**src/rtl/pll_mode_sequencer_if.sv**
```systemverilog
// Mode-change request bus between the video-mode register and the PLL sequencer.
//   req_valid  : requester has new select codes
//   req_ready  : sequencer can accept a request (RUN or FAIL only)
//   req_idsel, req_fbdsel, req_odsel : raw PLLVR dynamic select codes
// master = video-mode register side, slave = sequencer side.
interface pll_mode_sequencer_if;
  logic       req_valid;
  logic       req_ready;
  logic [5:0] req_idsel;
  logic [5:0] req_fbdsel;
  logic [5:0] req_odsel;

  modport master (
    output req_valid,
    output req_idsel,
    output req_fbdsel,
    output req_odsel,
    input  req_ready
  );

  modport slave (
    input  req_valid,
    input  req_idsel,
    input  req_fbdsel,
    input  req_odsel,
    output req_ready
  );
endinterface

```
**src/rtl/pll_mode_sequencer.sv**
```systemverilog
// Sequencing controller for the HDMI PLLVR: holds the PLL in reset while new
// divider selects settle, waits for and qualifies LOCK, then releases the video
// pipeline reset. Retries on lock timeout or lock loss, reports hard failure.
// Ports:
//   clk, resetn        : 27 MHz reference, async active-low reset
//   req                : mode-change request bus (slave modport)
//   pll_lock           : PLL LOCK, asynchronous to clk
//   pll_reset          : PLL RESET
//   pll_idsel/fbdsel/odsel : PLL dynamic divider selects
//   locked             : qualified lock
//   video_resetn       : active-low reset for the HDMI pipeline
//   busy               : reconfiguration in progress
//   err                : sticky failure flag, cleared by an accepted request
//   retry_cnt          : retries used for the current configuration
module pll_mode_sequencer #(
  parameter int unsigned RESET_CYCLES        = 32,
  parameter int unsigned LOCK_TIMEOUT_CYCLES = 270000,
  parameter int unsigned LOCK_STABLE_CYCLES  = 1024,
  parameter int unsigned MAX_RETRIES         = 3,
  parameter logic [5:0]  BOOT_IDSEL          = 6'h3F,
  parameter logic [5:0]  BOOT_FBDSEL         = 6'h36,
  parameter logic [5:0]  BOOT_ODSEL          = 6'h3C
) (
  input  logic                 clk,
  input  logic                 resetn,
  pll_mode_sequencer_if.slave  req,
  input  logic                 pll_lock,
  output logic                 pll_reset,
  output logic [5:0]           pll_idsel,
  output logic [5:0]           pll_fbdsel,
  output logic [5:0]           pll_odsel,
  output logic                 locked,
  output logic                 video_resetn,
  output logic                 busy,
  output logic                 err,
  output logic [1:0]           retry_cnt
);

  localparam int unsigned RST_CW = (RESET_CYCLES > 1)        ? $clog2(RESET_CYCLES)        : 1;
  localparam int unsigned TO_CW  = (LOCK_TIMEOUT_CYCLES > 1) ? $clog2(LOCK_TIMEOUT_CYCLES) : 1;
  localparam int unsigned ST_CW  = (LOCK_STABLE_CYCLES > 1)  ? $clog2(LOCK_STABLE_CYCLES)  : 1;

  localparam logic [RST_CW-1:0] RST_LAST = RST_CW'(RESET_CYCLES - 1);
  localparam logic [TO_CW-1:0]  TO_LAST  = TO_CW'(LOCK_TIMEOUT_CYCLES - 1);
  localparam logic [ST_CW-1:0]  ST_LAST  = ST_CW'(LOCK_STABLE_CYCLES - 1);
  localparam logic [1:0]        RETRY_MAX = 2'(MAX_RETRIES);

  localparam logic [2:0] S_APPLY     = 3'd0;
  localparam logic [2:0] S_WAIT_LOCK = 3'd1;
  localparam logic [2:0] S_STABLE    = 3'd2;
  localparam logic [2:0] S_RUN       = 3'd3;
  localparam logic [2:0] S_FAIL      = 3'd4;

  logic [2:0]        state_q, state_d;
  logic [RST_CW-1:0] rst_cnt_q, rst_cnt_d;
  logic [TO_CW-1:0]  to_cnt_q, to_cnt_d;
  logic [ST_CW-1:0]  st_cnt_q, st_cnt_d;
  logic [1:0]        retry_q, retry_d;
  logic              err_q, err_d;
  logic [5:0]        idsel_q, idsel_d;
  logic [5:0]        fbdsel_q, fbdsel_d;
  logic [5:0]        odsel_q, odsel_d;
  logic              pll_reset_q, pll_reset_d;
  logic              locked_q, locked_d;
  logic              video_resetn_q, video_resetn_d;
  logic              busy_q, busy_d;
  logic              req_ready_q, req_ready_d;
  logic              lk_meta_q, lk_q;
  logic              accept_c;
  logic              retry_take_c;

  // Two-flop synchronizer for the asynchronous PLL lock
  always_ff @(posedge clk or negedge resetn) begin
    if (!resetn) begin
      lk_meta_q <= 1'b0;
      lk_q      <= 1'b0;
    end else begin
      lk_meta_q <= pll_lock;
      lk_q      <= lk_meta_q;
    end
  end

  // Next-state, counters and registered-output next values
  always_comb begin
    state_d      = state_q;
    rst_cnt_d    = '0;
    to_cnt_d     = '0;
    st_cnt_d     = '0;
    retry_d      = retry_q;
    err_d        = err_q;
    idsel_d      = idsel_q;
    fbdsel_d     = fbdsel_q;
    odsel_d      = odsel_q;
    retry_take_c = 1'b0;
    accept_c     = req.req_valid & req_ready_q;

    case (state_q)
      S_APPLY: begin
        if (rst_cnt_q == RST_LAST) state_d = S_WAIT_LOCK;
        else                       rst_cnt_d = rst_cnt_q + RST_CW'(1);
      end
      S_WAIT_LOCK: begin
        if (lk_q)                    state_d = S_STABLE;
        else if (to_cnt_q == TO_LAST) retry_take_c = 1'b1;
        else                         to_cnt_d = to_cnt_q + TO_CW'(1);
      end
      S_STABLE: begin
        // Any lk drop restarts qualification with a fresh timeout window
        if (!lk_q) begin
          state_d = S_WAIT_LOCK;
        end else if (st_cnt_q == ST_LAST) begin
          state_d = S_RUN;
          retry_d = 2'd0;
        end else begin
          st_cnt_d = st_cnt_q + ST_CW'(1);
        end
      end
      S_RUN: begin
        if (!lk_q) retry_take_c = 1'b1;
      end
      S_FAIL: begin
        state_d = S_FAIL;
      end
      default: state_d = S_APPLY;
    endcase

    if (retry_take_c) begin
      if (retry_q < RETRY_MAX) begin
        retry_d = retry_q + 2'd1;
        state_d = S_APPLY;
      end else begin
        state_d = S_FAIL;
        err_d   = 1'b1;
      end
    end

    // Accepted request overrides a same-cycle lock loss
    if (accept_c) begin
      state_d  = S_APPLY;
      retry_d  = 2'd0;
      err_d    = 1'b0;
      idsel_d  = req.req_idsel;
      fbdsel_d = req.req_fbdsel;
      odsel_d  = req.req_odsel;
    end

    pll_reset_d    = (state_d == S_APPLY) || (state_d == S_FAIL);
    locked_d       = (state_d == S_RUN);
    video_resetn_d = (state_d == S_RUN);
    busy_d         = (state_d == S_APPLY) || (state_d == S_WAIT_LOCK) || (state_d == S_STABLE);
    req_ready_d    = (state_d == S_RUN) || (state_d == S_FAIL);
  end

  // State, counters and outputs
  always_ff @(posedge clk or negedge resetn) begin
    if (!resetn) begin
      state_q        <= S_APPLY;
      rst_cnt_q      <= '0;
      to_cnt_q       <= '0;
      st_cnt_q       <= '0;
      retry_q        <= 2'd0;
      err_q          <= 1'b0;
      idsel_q        <= BOOT_IDSEL;
      fbdsel_q       <= BOOT_FBDSEL;
      odsel_q        <= BOOT_ODSEL;
      pll_reset_q    <= 1'b1;
      locked_q       <= 1'b0;
      video_resetn_q <= 1'b0;
      busy_q         <= 1'b1;
      req_ready_q    <= 1'b0;
    end else begin
      state_q        <= state_d;
      rst_cnt_q      <= rst_cnt_d;
      to_cnt_q       <= to_cnt_d;
      st_cnt_q       <= st_cnt_d;
      retry_q        <= retry_d;
      err_q          <= err_d;
      idsel_q        <= idsel_d;
      fbdsel_q       <= fbdsel_d;
      odsel_q        <= odsel_d;
      pll_reset_q    <= pll_reset_d;
      locked_q       <= locked_d;
      video_resetn_q <= video_resetn_d;
      busy_q         <= busy_d;
      req_ready_q    <= req_ready_d;
    end
  end

  assign req.req_ready  = req_ready_q;
  assign pll_reset      = pll_reset_q;
  assign pll_idsel      = idsel_q;
  assign pll_fbdsel     = fbdsel_q;
  assign pll_odsel      = odsel_q;
  assign locked         = locked_q;
  assign video_resetn   = video_resetn_q;
  assign busy           = busy_q;
  assign err            = err_q;
  assign retry_cnt      = retry_q;

endmodule

```
**src/flat_wrapper.sv**
```systemverilog
// flat-port wrapper written by rule: the top's interface ports become plain ports
module pll_mode_sequencer_flat 
#(
  parameter int unsigned RESET_CYCLES        = 32,
  parameter int unsigned LOCK_TIMEOUT_CYCLES = 270000,
  parameter int unsigned LOCK_STABLE_CYCLES  = 1024,
  parameter int unsigned MAX_RETRIES         = 3,
  parameter logic [5:0]  BOOT_IDSEL          = 6'h3F,
  parameter logic [5:0]  BOOT_FBDSEL         = 6'h36,
  parameter logic [5:0]  BOOT_ODSEL          = 6'h3C
)
  (clk, resetn, pll_lock, pll_reset, pll_idsel, pll_fbdsel, pll_odsel, locked, video_resetn, busy, err, retry_cnt, req_req_valid, req_req_idsel, req_req_fbdsel, req_req_odsel, req_req_ready);
  pll_mode_sequencer_if req_i ();
  input  logic clk;
  input  logic resetn;
  input  logic pll_lock;
  output logic pll_reset;
  output logic [5:0] pll_idsel;
  output logic [5:0] pll_fbdsel;
  output logic [5:0] pll_odsel;
  output logic locked;
  output logic video_resetn;
  output logic busy;
  output logic err;
  output logic [1:0] retry_cnt;
  input wire logic [$bits(req_i.req_valid)-1:0] req_req_valid;
  input wire logic [$bits(req_i.req_idsel)-1:0] req_req_idsel;
  input wire logic [$bits(req_i.req_fbdsel)-1:0] req_req_fbdsel;
  input wire logic [$bits(req_i.req_odsel)-1:0] req_req_odsel;
  output wire logic [$bits(req_i.req_ready)-1:0] req_req_ready;
  assign req_i.req_valid = req_req_valid;
  assign req_i.req_idsel = req_req_idsel;
  assign req_i.req_fbdsel = req_req_fbdsel;
  assign req_i.req_odsel = req_req_odsel;
  assign req_req_ready = req_i.req_ready;
  pll_mode_sequencer #(.RESET_CYCLES(RESET_CYCLES), .LOCK_TIMEOUT_CYCLES(LOCK_TIMEOUT_CYCLES), .LOCK_STABLE_CYCLES(LOCK_STABLE_CYCLES), .MAX_RETRIES(MAX_RETRIES), .BOOT_IDSEL(BOOT_IDSEL), .BOOT_FBDSEL(BOOT_FBDSEL), .BOOT_ODSEL(BOOT_ODSEL)) u_core (.clk(clk), .resetn(resetn), .req(req_i), .pll_lock(pll_lock), .pll_reset(pll_reset), .pll_idsel(pll_idsel), .pll_fbdsel(pll_fbdsel), .pll_odsel(pll_odsel), .locked(locked), .video_resetn(video_resetn), .busy(busy), .err(err), .retry_cnt(retry_cnt));
endmodule
```
**config.mk**
```make
export PLATFORM = sky130hd
export DESIGN_NAME = pll_mode_sequencer_flat
export DESIGN_NICKNAME = d
export VERILOG_FILES = /design/src/rtl/pll_mode_sequencer_if.sv /design/src/rtl/pll_mode_sequencer.sv /design/src/flat_wrapper.sv
export SDC_FILE = /design/constraint.sdc
export NUM_CORES = 1
export LEC_CHECK = 0
export BUFFER_PORTS_ARGS = -buffer_cell sky130_fd_sc_hd__buf_2
export CORE_ASPECT_RATIO = 1.5
export CORE_MARGIN = 2
export CORE_UTILIZATION = 45
export DETAILED_ROUTE_END_ITERATION = 6
export GPL_ROUTABILITY_DRIVEN = 0
export GPL_TIMING_DRIVEN = 1
export PLACE_DENSITY = 0.66
export SETUP_SLACK_MARGIN = 0.5
export SKIP_CTS_REPAIR_TIMING = 1
export SYNTH_ARGS = -nofsm -noshare
export SYNTH_HDL_FRONTEND = slang
export SYNTH_SLANG_ARGS = --single-unit
```
**constraint.sdc**
```tcl
create_clock -name clk -period 3.75 [get_ports clk]
set_input_delay 0.5625 -clock clk [delete_from_list [all_inputs] [get_ports clk]]
set_output_delay 0.5625 -clock clk [all_outputs]
set_load 0.01 [all_outputs]
```
# After elaboration in Yosys (flattened, before gate mapping)
# Index checks and enable logic that the tools add are counted.
# classes
order_cmp	1
n_reduce_logical	8
muxes	29
add_sub_neg	4
n_eq_ne	12
bitwise_logic	1
# op_table
cell	n
2-to-1 mux 19 bit	3
2-to-1 mux 10 bit	3
2-to-1 mux 3 bit	7
adder 19 x 1 -> 19 bit, second input constant	1
equality test 19 bit, second input constant	1
case mux 3 bit (5 select lines)	1
equality test 3 x 2 -> 1 bit, second input constant	4
2-to-1 mux 2 bit	6
adder 10 x 1 -> 10 bit, second input constant	1
equality test 10 bit, second input constant	1
2-to-1 mux 5 bit	2
equality test 3 x 1 -> 1 bit, second input constant	2
equality test 3 bit, second input constant	2
logical NOT 3 bit	2
2-to-1 mux 1 bit	6
adder 5 x 1 -> 5 bit, second input constant	1
equality test 5 bit, second input constant	1
logical OR 1 bit	4
adder 2 x 1 -> 2 bit, second input constant	1
< comparator 2 bit, second input constant	1
!= test 2 x 1 -> 1 bit, second input constant	1
case mux 1 bit (2 select lines)	1
AND reduction 2 bit	1
nonzero test 2 bit	1
bitwise AND 1 bit	1
# totals
register_bits	64
output_inout_bits	26

# Depth between registers and ports, before layout
# Gate-level depths: netlist of the first run.
# depth
depth_word	9
mapped_depth	8

# Least setup slack after synthesis of the first run
# Ideal clock, no wire load.
# synth_path
path_kind	reg-to-reg
from	register u_core.to_cnt_q[14]
to	register u_core.retry_q[0] (netlist: u_core.retry_cnt[0])
path_stages_with_launch	6
setup_ps	81
path_slack_ps	1563
n_path_buf	0
arrival_ps	2106
period_less_slack_ps	2187
t_required_ps	3669
cell_sequence	dfrtp_1 or4b_1 or4b_4 o21a_1 or3_1 o22ai_2
# synth_via
elab_chain_len	6
# synth_lines
item	line	source
start, declared	pll_mode_sequencer.sv:56	logic [TO_CW-1:0] to_cnt_q, to_cnt_d;
start signal, assigned	pll_mode_sequencer.sv:174	to_cnt_q <= to_cnt_d;
equality test 19 bit	pll_mode_sequencer.sv:104	else if (to_cnt_q == TO_LAST) retry_take_c = 1'b1;
2-to-1 mux 1 bit	pll_mode_sequencer.sv:104	
2-to-1 mux 1 bit	pll_mode_sequencer.sv:103	if (lk_q) state_d = S_STABLE;
case mux 1 bit (2 select lines)	pll_mode_sequencer.sv:97	case (state_q)
2-to-1 mux 2 bit	pll_mode_sequencer.sv:127	if (retry_take_c) begin
2-to-1 mux 2 bit	pll_mode_sequencer.sv:138	if (accept_c) begin
net u_core.retry_d[0]	pll_mode_sequencer.sv:58	logic [1:0] retry_q, retry_d;
end signal, assigned	pll_mode_sequencer.sv:176	retry_q <= retry_d;
end, declared	pll_mode_sequencer.sv:58	
# The timed path passes the listed nets, and every way through them passes these cells.
# A chain may end at the register's enable or synchronous reset.

# Worst setup path after layout of the first run
# layout_path
from	register u_core.to_cnt_q[14]
to	register u_core.to_cnt_q[3]
# layout_via
elab_chain_len	4
# layout_lines
item	line
equality test 19 bit	pll_mode_sequencer.sv:104
2-to-1 mux 19 bit	pll_mode_sequencer.sv:104
2-to-1 mux 19 bit	pll_mode_sequencer.sv:103
2-to-1 mux 19 bit	pll_mode_sequencer.sv:97
net u_core.to_cnt_d[3]	pll_mode_sequencer.sv:56
# The timed path passes the listed nets, and every way through them passes these cells.

==> results of run 1 <==
-- through the flow --
stage                     power, uW  hold slack [ns]  std cells  cell area, um2
after detailed placement       1543           0.3524        399            3127
final                          2037           0.3410        415            3302
after global routing           2185           0.3330        415            3302
after floorplan                1337           0.2669        288            2834
after global placement         1529           0.3357        399            3127
after CTS                      2067           0.3327        415            3302
-- power groups by stage --
stage,registers (uW),logic (uW),clock network [uW]
2_1_floorplan,1040,294,0
3_3_place_gp,1000,528,0
4_1_cts,996,540,531
3_5_place_dp,1010,537,0
6_report,994,527,515
5_1_grt,1020,603,563
-- critical path: stages (launching register included) --
cell and delay, ns:
sky130_fd_sc_hd__dfrtp_1 0.41, sky130_fd_sc_hd__or4b_1 0.53, sky130_fd_sc_hd__or4b_4 0.56, sky130_fd_sc_hd__o211ai_2 0.63, sky130_fd_sc_hd__nor2_1 0.13
-- layer usage --
| metal | share of wire [%] | up-vias | wire, um | global-route usage [%] |
|---|---|---|---|---|
| met5 | 0 | - | 0 | 0 |
| met4 | 2.0 | 0 | 108 | 9.653 |
| met3 | 2.9 | 12 | 153 | 3.333 |
| met2 | 52 | 37 | 2738 | 28.11 |
| met1 | 43 | 988 | 2300 | 20.32 |
| li1 | - | 1050 | - | - |
-- kinds of logic (layout without fill, tap and decap cells) --
| kind of cell | after synthesis | after routing | synth area share, % |
|---|---|---|---|
| AO/OA/AOI/OAI | 18 | 18 | 4.592 |
| XOR/XNOR | 26 | 26 | 8.035 |
| adder cells (fa/ha/maj) | 5 | 5 | 2.208 |
| buffers and inverters | 18 | 71 | 2.561 |
| flip-flops | 64 | 64 | 57.22 |
| multiplexers | 1 | 1 | 0.3532 |
| AND/OR/NAND/NOR | 156 | 156 | 25.03 |
-- cell usage after synthesis (5+ instances only) --
cell	number
sky130_fd_sc_hd__clkbuf_1	10
sky130_fd_sc_hd__dfrtp_1	48
sky130_fd_sc_hd__dfstp_2	16
sky130_fd_sc_hd__ha_1	5
sky130_fd_sc_hd__inv_1	6
sky130_fd_sc_hd__nand2_1	70
sky130_fd_sc_hd__nand3_1	16
sky130_fd_sc_hd__nand4_1	6
sky130_fd_sc_hd__nor2_1	38
sky130_fd_sc_hd__o21ai_0	5
sky130_fd_sc_hd__xnor2_1	9
sky130_fd_sc_hd__xor2_1	17
-- final cells by class --
cell class / instances / area [um2]
flip-flops and latches: 64 / 1622
clock inverters: 4 / 20.02
multi-input cells: 206 / 1140
repair buffers: 49 / 250.2
fillers: 569 / 2829
clock buffers: 12 / 155.1
inverters: 6 / 22.52
well taps: 74 / 92.59
-- worst max path at each step --
stage                              startpoint                  end  slack, ns  depth (start not counted)
after detailed placement  u_core.to_cnt_q[14]   u_core.to_cnt_q[3]       1.32                          4
after global placement    u_core.to_cnt_q[14]  u_core.to_cnt_q[17]       1.37                          4
after global routing      u_core.to_cnt_q[14]   u_core.to_cnt_q[2]       1.15                          4
after CTS                  u_core.to_cnt_q[4]   u_core.to_cnt_q[3]       1.30                          4
final                     u_core.to_cnt_q[14]   u_core.to_cnt_q[3]       1.34                          4
after floorplan           u_core.to_cnt_q[14]  u_core.retry_cnt[0]       1.56                          5
-- registers in the layout (all words and copies together) (netlist names) --
| signal | cells |
|---|---|
| u_core.busy | 1 |
| u_core.err | 1 |
| u_core.lk_meta_q | 1 |
| u_core.lk_q | 1 |
| u_core.locked | 1 |
| u_core.pll_fbdsel | 6 |
| u_core.pll_idsel | 6 |
| u_core.pll_odsel | 6 |
| u_core.pll_reset | 1 |
| u_core.req.req_ready | 1 |
| u_core.retry_cnt | 2 |
| u_core.rst_cnt_q | 5 |
| u_core.st_cnt_q | 10 |
| u_core.state_q | 3 |
| u_core.to_cnt_q | 19 |
==> impl_metrics.tcl, run 1 <==
set metrics [dict create \
    run_status "finished, final reports clean" \
    grt_pass1_vias 2057 \
    cts_buffers 9 \
    synth-main-ff-cell "sky130_fd_sc_hd__dfrtp_1" \
    crit-reg2reg-launch "u_core.to_cnt_q[14]" \
    utilization_pct 53.86 \
    maxSlewHeadroom_pct 40.27 \
    post_drt_via_cell_ratio 5.029 \
    floorplan.die_area_mm2 0.006962 \
    most-common-layout-cells "70 x sky130_fd_sc_hd__nand2_1, 48 x sky130_fd_sc_hd__dfrtp_1, 47 x sky130_fd_sc_hd__buf_2, 38 x sky130_fd_sc_hd__nor2_1, 17 x sky130_fd_sc_hd__xor2_1" \
    wire_per_inst_um 12.77 \
    report.final.setup_viol 0 \
    syn_nets 315 \
    clkTransAtPathRegs_ns 0.06 \
    floorplan.io_pins 48 \
    p_leak_uw 0.001546 \
    crit_required_ns 3.93 \
    route.vias.total 2087 \
    asyncSetResetFlopFracSynth_pct 100.0 \
    tightest_slew_ns 0.8959 \
    routed_wirelength_um 5300 \
    post-synth-top-area-cell "sky130_fd_sc_hd__dfrtp_1" \
    drt_pass1_iterations 4 \
    power.share.combinational_pct 25.9 \
    detailed_place_hpwl_um 3795 \
    p_switching_uw 662.0 \
    tritoncts "built" \
    clk_path_buf_depth 2 \
    worstPathArrival_ns 2.59 \
    numPortBuffers 47 \
    all_layer_global_routing_usage_pct 17.04 \
    timing.final.hold_violations 0 \
    synth.yosys.warnings 0 \
    fin_tns_setup_ns 0 \
    clock_skew_ns 0.007797 \
    final_common_cell "sky130_fd_sc_hd__nand2_1" \
    fmax_mhz 414.4 \
    rows 35 \
    syn-instance-count 288 \
    grt_first_pass_wirelength_um 8866 \
    synthTopCellsByArea "sky130_fd_sc_hd__dfrtp_1 42%, sky130_fd_sc_hd__dfstp_2 15%, sky130_fd_sc_hd__nand2_1 9.3%, sky130_fd_sc_hd__xor2_1 5.3%, sky130_fd_sc_hd__nor2_1 5.0%" \
    yosys_register_bits 64 \
    pre_cts_ws_ns 1.320 \
    worst_ir_drop_vdd_mv 0.3401 \
    cts_num_sinks 64 \
    internal_power_uw 1375 \
    max_cap_viol_count 0 \
    setup.worst_path.class "reg2reg" \
    p_per_area_mw_per_mm2 616.9 \
    rsz_0062_raised_after_global_routing "no" \
    synthDominantCellAreaShare_pct 42.38 \
    insertion_delay_ns 0.33 \
    antenna_cells_inserted 0 \
    chipHeight_um 101.2 \
    grt_antenna_before_repair 0 \
    final_period_minus_worst_setup_slack_ns 2.413 \
    clockRootBuffer "sky130_fd_sc_hd__clkbuf_8" \
    synthesized_area_mm2 0.002834 \
    min_period_over_period_pct 64.36 \
    cts_max_level 3 \
    sequential_share_of_power_pct 48.8 \
    number_of_nets_still_failing_antenna_checks_after_routing 0 \
    grt_overflow 0 \
    seq_area_frac_synth_pct 57.22 \
    clock_network_power_share_pct 25.3 \
    report.final.slew_viol_count 0 \
    critical_path_fanouts_max 19 \
    timing.hold.worst.class "in2async" \
    setup.worst_path.start_class "flip-flop" \
    floorplan.initialDensity_pct 46.22 \
    detailedRoute.firstIterationViolations 79 \
    remaining_drc_errors 0 \
    fp.dieW_um 68.80 \
    coreArea_mm2 0.006131 \
    syn_avg_cell_area_um2 9.840 \
    power.switching_fraction_pct 32.50 \
    grt_start_max_net_pins 39 \
    reg2reg_slack_ns 1.34 \
    syn_to_final_growth_pct 16.51 \
    rr_worst_depth 4 \
    yosys.cell_types.count 39 \
    setup_slack_ns 1.337 \
    synth_edf_count 0 \
    regToRegEndpoint "u_core.to_cnt_q[3]" \
    critical_path.endpoint_type "flip-flop" \
    final_nets 363 \
    drive_above_1_share_pct 25.22 \
]
Power figures use the tool's default switching activity.
==> inputs of run 2 (changes only) <==
==> constraint.sdc (replaced) <==
create_clock -name clk -period 2.4 [get_ports clk]
set_input_delay 0.36 -clock clk [delete_from_list [all_inputs] [get_ports clk]]
set_output_delay 0.36 -clock clk [all_outputs]
set_load 0.01 [all_outputs]
==> run 2 against run 1 <==
  * Die area stayed put
  * Non-clock buffer count is 7 higher
  * Sequential share of layout area is 2.0 points lower
  * Clock skew is 0.0033 ns higher
  * Total power is 64% higher
  * Maximum frequency is 8.3% higher
  * Setup slack worse by 1.2 ns
  * Critical path type unchanged
==> impl_metrics.tcl, run 2 (synthesis results as in run 1) <==
set metrics [dict create \
    wire_per_inst_um 13.39 \
    fmax_mhz 448.6 \
    final_common_cell "sky130_fd_sc_hd__nand2_1" \
    report.final.setup_viol 0 \
    register_containing_the_most_flip_flops_in_the_final_layout "u_core.to_cnt_q" \
    floorplan.die_area_mm2 0.006962 \
    drt_pass1_iterations 4 \
    antenna_cells_inserted 0 \
    maxSlewHeadroom_pct 54.08 \
    slowest_delay_ns 0.59 \
    tightest_slew_ns 0.6825 \
    report.final.slew_viol_count 0 \
    rsz_0062_raised_after_global_routing "yes" \
    clkTransAtPathRegs_ns 0.07 \
    floorplan.io_pins 48 \
    clk_path_buf_depth 2 \
    p_leak_uw 0.001596 \
    insertion_delay_ns 0.33 \
    cp_slowest_cell "sky130_fd_sc_hd__or4b_4" \
    grt_antenna_before_repair 0 \
    cts_max_level 3 \
    timing.critical_path.cells "or4b_1, or4b_4, o21a_4, or3_1, o22ai_2" \
    detailed_place_hpwl_um 3803 \
    number_of_flip_flops_in_the_largest_register 19 \
    grt_first_pass_wirelength_um 9128 \
    number_of_nets_still_failing_antenna_checks_after_routing 0 \
    syn_to_final_growth_pct 21.55 \
    critical_path_fanouts_max 4 \
    reg2reg_slack_ns 0.17 \
    grt_pass1_vias 2079 \
    detailedRoute.firstIterationViolations 52 \
    route.vias.total 2116 \
    numPortBuffers 47 \
    fp.dieW_um 68.80 \
    grt_overflow 0 \
    max_cap_viol_count 0 \
    timing.final.hold_violations 0 \
    reg_top3 "u_core.to_cnt_q (19), u_core.st_cnt_q (10)" \
    rows 35 \
    remaining_drc_errors 0 \
    clockRootBuffer "sky130_fd_sc_hd__clkbuf_8" \
    critical_path.endpoint_type "flip-flop" \
    chipHeight_um 101.2 \
    routed_wirelength_um 5649 \
    grt_start_max_net_pins 56 \
    final_nets 370 \
    cts_num_sinks 64 \
    tritoncts "built" \
    most-common-layout-cells "70 x sky130_fd_sc_hd__nand2_1, 48 x sky130_fd_sc_hd__dfrtp_1, 47 x sky130_fd_sc_hd__buf_2, 35 x sky130_fd_sc_hd__nor2_1, 17 x sky130_fd_sc_hd__xor2_1" \
    path_buf_inv 0 \
    drive_above_1_share_pct 27.87 \
    coreArea_mm2 0.006131 \
    setup.worst_path.class "reg2reg" \
    all_layer_global_routing_usage_pct 17.40 \
    fin_worst_hold_slack_ns 0.1536 \
    crit_required_ns 2.65 \
    setup.worst_path.start_class "flip-flop" \
    run_status "finished, final reports clean" \
    timing.hold.worst.class "in2reg" \
    fin_tns_setup_ns 0 \
    final_period_minus_worst_setup_slack_ns 2.229 \
    floorplan.initialDensity_pct 46.22 \
    cts_buffers 9 \
    worstPathArrival_ns 2.48 \
    min_period_over_period_pct 92.88 \
    worst_ir_drop_vdd_mv 0.6607 \
    post_drt_via_cell_ratio 5.014 \
    clock_skew_ns 0.01109 \
    cp_top_family "simple AND/OR/NAND/NOR gates" \
    p_per_area_mw_per_mm2 968.2 \
]
run 2: worst paths after layout:
| path | cells after the start | to | startpoint |
|---|---|---|---|
| max in group asynchronous | 3 | u_core.pll_idsel[1] | resetn |
| worst min-delay path | 1 | u_core.lk_meta_q | pll_lock |
| min in group asynchronous | 2 | u_core.to_cnt_q[13] | resetn |
| worst min register to register | 0 | u_core.lk_q | u_core.lk_meta_q |
| worst max-delay path | 5 | u_core.retry_cnt[0] | u_core.to_cnt_q[6] |
| worst max register to register | 5 | u_core.retry_cnt[0] | u_core.to_cnt_q[6] |
run 2: area by class of cell:
class                   instances  area, um2
repair buffers                 56      351.6
clock buffers                  10      127.6
inverters                       6      22.52
multi-input cells             206       1169
clock inverters                 6      60.06
fillers                       554       2686
flip-flops and latches         64       1622
well taps                      74      92.59
run 2: worst reg2reg max path: cells and delay by family (launching register included):
family | cells | cell delay [ns]
DFF | 1 | 0.40
and+or+nand+nor | 3 | 1.43
AOI/OAI and AO/OA | 2 | 0.35
run 2: power by group:
group,leakage (uW),switching (uW),internal (uW)
Sequential,0.000820,152,1400
Clock,0.0000920,400,474
Combinational,0.000685,519,392
Total,0.00160,1070,2260
run 2: through the flow:
stage                     power [uW]  cells  utilization (%)  setup slack [ns]  cell area [um2]
final                           3335    422            56.18            0.1710             3445
after global routing            3576    422            56.18            0.1407             3445
after detailed placement        2455    402            51.92            0.1451             3183
after floorplan                 2103    288                -            0.2361             2849
after global placement          2438    402            51.92            0.1581             3183
after CTS                       3351    418            54.98            0.1335             3371
run 2: per-layer routing:
layer	track usage, %	vias up	routed length [um]
li1	-	1066	-
met1	20.84	1012	2394
met2	28.99	31	3017
met3	4.667	7	162
met4	7.391	0	75
met5	0	-	0
